<file path="src/rtl/slow_access_sched.sv">
// Routes each CPU bus cycle to the fast path (Rdy 2 CLK after BACT rise) or the slow bus (Rdy the CLK after SlowAck).
// Stalls on the slow engine via SlowReq/SlowAck with a watchdog abort; holds Throttle for a programmable hold-off afterwards.
module slow_access_sched #(
    parameter int WDOG_W = 12,
    parameter int HOLD_W = 8
) (
    input  logic       CLK,
    input  logic       nPOR,
    input  logic       BACT,
    input  logic       IACKCS,
    input  logic       VIACS,
    input  logic       IWMCS,
    input  logic       SCCCS,
    input  logic       SCSICS,
    input  logic       SndCS,
    input  logic       SlowIACK,
    input  logic       SlowVIA,
    input  logic       SlowIWM,
    input  logic       SlowSCC,
    input  logic       SlowSCSI,
    input  logic       SlowSnd,
    input  logic [3:0] SlowTimeout,
    input  logic       SlowClockGate,
    input  logic       TICK,
    input  logic       SlowAck,
    output logic       SlowReq,
    output logic       Rdy,
    output logic       BErr,
    output logic       Throttle,
    output logic       ClkGateEn
);

    typedef enum logic [1:0] {
        IDLE = 2'd0,
        FAST = 2'd1,
        SLOW = 2'd2,
        DONE = 2'd3
    } state_t;

    state_t              state;
    logic                bact_r;
    logic [WDOG_W-1:0]   wdog;
    logic [HOLD_W-1:0]   hold;

    logic [5:0]          cs_vec;
    logic [5:0]          slow_en_vec;
    logic                start;
    logic                slow_cls;
    logic [WDOG_W-1:0]   wdog_inc;
    logic                wdog_exp;
    logic [HOLD_W-1:0]   hold_reload;
    logic                hold_drain;
    logic                throttle_nxt;

    assign cs_vec      = {IACKCS, VIACS, IWMCS, SCCCS, SCSICS, SndCS};
    assign slow_en_vec = {SlowIACK, SlowVIA, SlowIWM, SlowSCC, SlowSCSI, SlowSnd};

    assign start    = BACT && !bact_r;
    assign slow_cls = Throttle || (|(cs_vec & slow_en_vec));

    // Expiry looks at the incremented count so the abort lands exactly
    // 2^WDOG_W-1 cycles after SlowReq rises.
    assign wdog_inc = wdog + 1'b1;
    assign wdog_exp = &wdog_inc;

    assign hold_reload = (SlowTimeout == 4'h0) ? '0
                                               : {SlowTimeout, {(HOLD_W-4){1'b1}}};
    assign hold_drain  = TICK && (hold != '0) && ((state == IDLE) || (state == DONE));

    assign throttle_nxt = (SlowTimeout == 4'hF) || (hold != '0) || (state == SLOW);

    always_ff @(posedge CLK or negedge nPOR) begin
        if (!nPOR) begin
            state     <= IDLE;
            bact_r    <= 1'b0;
            SlowReq   <= 1'b0;
            Rdy       <= 1'b0;
            BErr      <= 1'b0;
            wdog      <= '0;
            hold      <= '0;
            Throttle  <= 1'b1;
            ClkGateEn <= 1'b0;
        end else begin
            bact_r    <= BACT;
            Rdy       <= 1'b0;
            BErr      <= 1'b0;
            Throttle  <= throttle_nxt;
            ClkGateEn <= SlowClockGate && throttle_nxt;

            if (hold_drain) begin
                hold <= hold - 1'b1;
            end

            case (state)
                IDLE: begin
                    if (start) begin
                        if (slow_cls) begin
                            state   <= SLOW;
                            SlowReq <= 1'b1;
                            wdog    <= '0;
                        end else begin
                            state   <= FAST;
                        end
                    end
                end
                FAST: begin
                    Rdy   <= 1'b1;
                    state <= DONE;
                end
                SLOW: begin
                    wdog <= wdog_inc;
                    // A CPU abort has no cycle left to terminate, so it beats both endings.
                    if (!BACT) begin
                        SlowReq <= 1'b0;
                        hold    <= hold_reload;
                        state   <= IDLE;
                    end else if (SlowAck) begin
                        SlowReq <= 1'b0;
                        Rdy     <= 1'b1;
                        hold    <= hold_reload;
                        state   <= DONE;
                    end else if (wdog_exp) begin
                        SlowReq <= 1'b0;
                        BErr    <= 1'b1;
                        hold    <= hold_reload;
                        state   <= DONE;
                    end
                end
                DONE: begin
                    if (!BACT) begin
                        state <= IDLE;
                    end
                end
                default: state <= IDLE;
            endcase
        end
    end

endmodule

</file>
<file path="config.mk">
export PLATFORM = sky130hd
export DESIGN_NAME = slow_access_sched
export DESIGN_NICKNAME = d
export VERILOG_FILES = /design/src/rtl/slow_access_sched.sv
export SDC_FILE = /design/constraint.sdc
export NUM_CORES = 1
export LEC_CHECK = 0
export ABC_AREA = 1
export CAP_MARGIN = 20
export CORE_ASPECT_RATIO = 0.7
export CORE_MARGIN = 5
export CORE_UTILIZATION = 54
export CTS_CLUSTER_SIZE = 25
export DETAILED_ROUTE_END_ITERATION = 12
export PLACE_DENSITY = 0.8
export SETUP_SLACK_MARGIN = 0.2
export SKIP_CTS_REPAIR_TIMING = 1
export SLEW_MARGIN = 20
export SYNTH_ARGS = -nofsm -noshare
export SYNTH_HDL_FRONTEND = slang
export SYNTH_SLANG_ARGS = --single-unit
</file>
<file path="constraint.sdc">
create_clock -name CLK -period 1.7 [get_ports CLK]
set_input_delay 0.34 -clock CLK [delete_from_list [all_inputs] [get_ports CLK]]
set_output_delay 0.34 -clock CLK [all_outputs]
set_load 0.005 [all_outputs]
</file>
==> qor.yml <==
status: "finished, violations left"
violations: "negative setup slack"
cp_max_fo: 7
via_per_inst: 5.460
yosys.area_share.xor_xnor: 0.03342
clk_path_buf_depth: 2
nNetsFinal: 348
synth_top_family_by_area: "simple AND/OR/NAND/NOR gates"
clock_transition_at_the_register_clock_pins_on_the_worst_setup_and_hold_paths_after_cts_ns: 0.10
grt_pass1_wl_mm: 7.107
drt_pass1_iterations: 4
yosysUniqueCellTypes: 27
period_minus_ws_final_ns: 1.988
yosys.area_share.adder: 0.06139
vdd_ir_drop_max_mv: 1.354
critical-path-max-stage-delay_ns: 0.43
die_area_um2: 4681
slowest_stage: "dfrtp_1"
insertedDiodeCount: 0
dr.first_iter.drc_count: 195
postSynthRegisterBits: 28
synthToLayoutAreaGrowth_pct: 46.52
drv_cap: 0
synthTopCellsByArea: "dfrtp_1, nand2_1, inv_1"
via_count_of_the_first_global_routing_pass: 1666
yosys_warnings: 0
syn-cell-area_um2: 1834
floorplan.initialDensity: 0.5711
antenna_found_initial: 0
hold_violations: 0
detailed_place_hpwl_mm: 3.237
final_min_period_over_clock_period: 1.169
clock_latency_ns: 0.29
synth-seq-area-share: 0.3827
max-slew-margin-rel: 0.6975
preCtsSetupSlack_ns: -0.1570
compound_gate_portion_of_the_synthesized_area: 0.09209
grt.overflow.total: 0
tritoncts: "built"
cp.depth: 13
worst_r2r_path_depth: 13
total_leakage_power_nw: 1.304
timing.setup.tns_ns: -2.493
numPortBuffers: 26
cell_type_with_the_highest_occurrence_count_on_the_critical_path: "nand2_1"
category_of_the_worst_setup_path_capture_point: "register"
groute.usage.overall: 0.1901
setup.worst_path.start_class: "register"
timing.setup.critical_path_class: "register to register"
root_buffer_selected_by_cts: "clkbuf_8"
core_footprint_um2: 3212
gp_congestion: 0.8380
layout-drive-gt1-share: 0.2816
unrepaired_setup_endpoints_after_global_routing: "true"
maxClockFrequency_ghz: 0.5031
stdcell_count: 363
yosys.area.top_type: "dfrtp_1"
critical_path.n_buffers_inverters: 2
net_count_of_the_mapped_netlist: 289
leading_cell_type_in_the_layout_fill_and_taps_excluded: "nand2_1"
floorplan.die.height_um: 58.76
dr_total_vias: 1982
worstPathCellList: "buf_6, nand3_2, nor2_2, nand2_1, nand2_1, nand2_1, nor2_1, nand3_2, nand2_4, nand2_4, nand2_1, nand2_1, inv_1"
synth_cells: 258
antenna_violating_nets_post_route: 0
power.density_nw_per_um2: 1283
crit_arrival_ns: 2.22
wl_per_cell_um: 15.63
final.setup_skew_ns: 0.003106
grt_max_degree: 29
finalPower_mw: 3.449
route.detailed.drc: 0
hold_depth: 2
row_count: 17
critical_path_required_ns: 1.93
avgSynthCellArea_um2: 7.110
fillCellCount: 161
hold_class: "input pin to register"
cts_buffers: 3
htree_num_levels: 1
worst-slew-pin-transition_ns: 0.4497
fp.dieW_um: 79.66
drt_wl_total_mm: 5.675
finalSetupViolCount: 12
post-place-cells: 349
setup_slack_after_layout_ns: -0.2878
yosys.area_share.simple: 0.3424
cpLargestDelayFamily: "simple AND/OR/NAND/NOR gates"
most-common-layout-cells: "nand2_1, inv_1, dfrtp_1, buf_4, nand3_1"
clock-sinks: 28
synth.top_cell.area_share: 0.3683
io_pins: 27
timing.final.max_slew_violations: 0
muxShareOfSynthArea: 0
-- worst register-to-register path, delay by kind of cell (launching register included) --
family / cells / cell delay [ns]
simple gates: 11 / 1.33
buf+inv: 2 / 0.18
flops: 1 / 0.43
-- synth_stat cells --
library cell / count
nand2_1: 79
inv_1: 37
dfrtp_1: 27
nand3_1: 26
nor2_1: 20
o21ai_0: 17
ha_1: 9
xor2_1: 7
nand4_1: 4
o21ai_1: 4
o22ai_1: 4
a21oi_1: 3
clkbuf_1: 2
inv_2: 2
nand2_4: 2
nand3_2: 2
nor2_2: 2
nor2_4: 2
a211oi_1: 1
a21boi_0: 1
a22o_1: 1
and2_1: 1
buf_4: 1
dfstp_2: 1
nand2_2: 1
nor3_1: 1
nor4_1: 1
-- power breakdown --
part           switching (mW)  total, mW  internal, mW
clock network           0.220      0.429         0.208
logic                    1.17       2.07         0.894
registers               0.119      0.953         0.834
-- metal layers --
metal	GRT usage	wire, µm	vias to the layer above
met5	0	0	-
met4	0.01961	214	0
met3	0.05046	429	27
met2	0.3365	2748	110
met1	0.2426	2283	907
li1	-	-	938
-- registers in the layout, indices dropped and copies added, names as in the netlist --
signal     count
wdog          12
hold           8
state          2
BErr           1
ClkGateEn      1
Rdy            1
SlowReq        1
Throttle       1
bact_r         1
-- final timing paths --
path                                         to  slack, ns                  from
max in group asynchronous    Throttle$_DFF_PN1_       0.97                  nPOR
max                           hold[0]$_DFF_PN0_      -0.29   wdog[0]$_DFFE_PN0P_
max reg2reg                   hold[0]$_DFF_PN0_      -0.29   wdog[0]$_DFFE_PN0P_
min                            bact_r$_DFF_PN0_       0.34                  BACT
min reg2reg                wdog[11]$_DFFE_PN0P_       0.60  wdog[11]$_DFFE_PN0P_
min in group asynchronous   wdog[0]$_DFFE_PN0P_       0.42                  nPOR
-- through the flow --
stage	hold slack [ns]	cell area, µm²	utilization
2_1_floorplan	0.04441	1843	-
3_3_place_gp	0.4878	2313	0.7203
3_5_place_dp	0.5030	2313	0.7203
4_1_cts	0.4407	2369	0.7374
5_1_grt	0.3463	2688	0.8368
6_report	0.3382	2688	0.8368
-- cell families after synthesis --
| group | count (synthesis) |
|---|---|
| simple gates | 141 |
| buf+inv | 42 |
| compound gates | 31 |
| flops | 28 |
| fa+ha+maj | 9 |
| xor+xnor | 7 |
-- final cells by class --
cell class | count | area (µm²) | share of cell area
timing repair buffer | 56 | 551.8 | 0.2053
sequential | 28 | 703.2 | 0.2616
multi-input combinational | 189 | 1167 | 0.4344
clock buffer | 4 | 55.05 | 0.02048
tap | 47 | 58.81 | 0.02188
inverter | 39 | 151.4 | 0.05633
No activity file was read; power rests on OpenSTA's default activity.
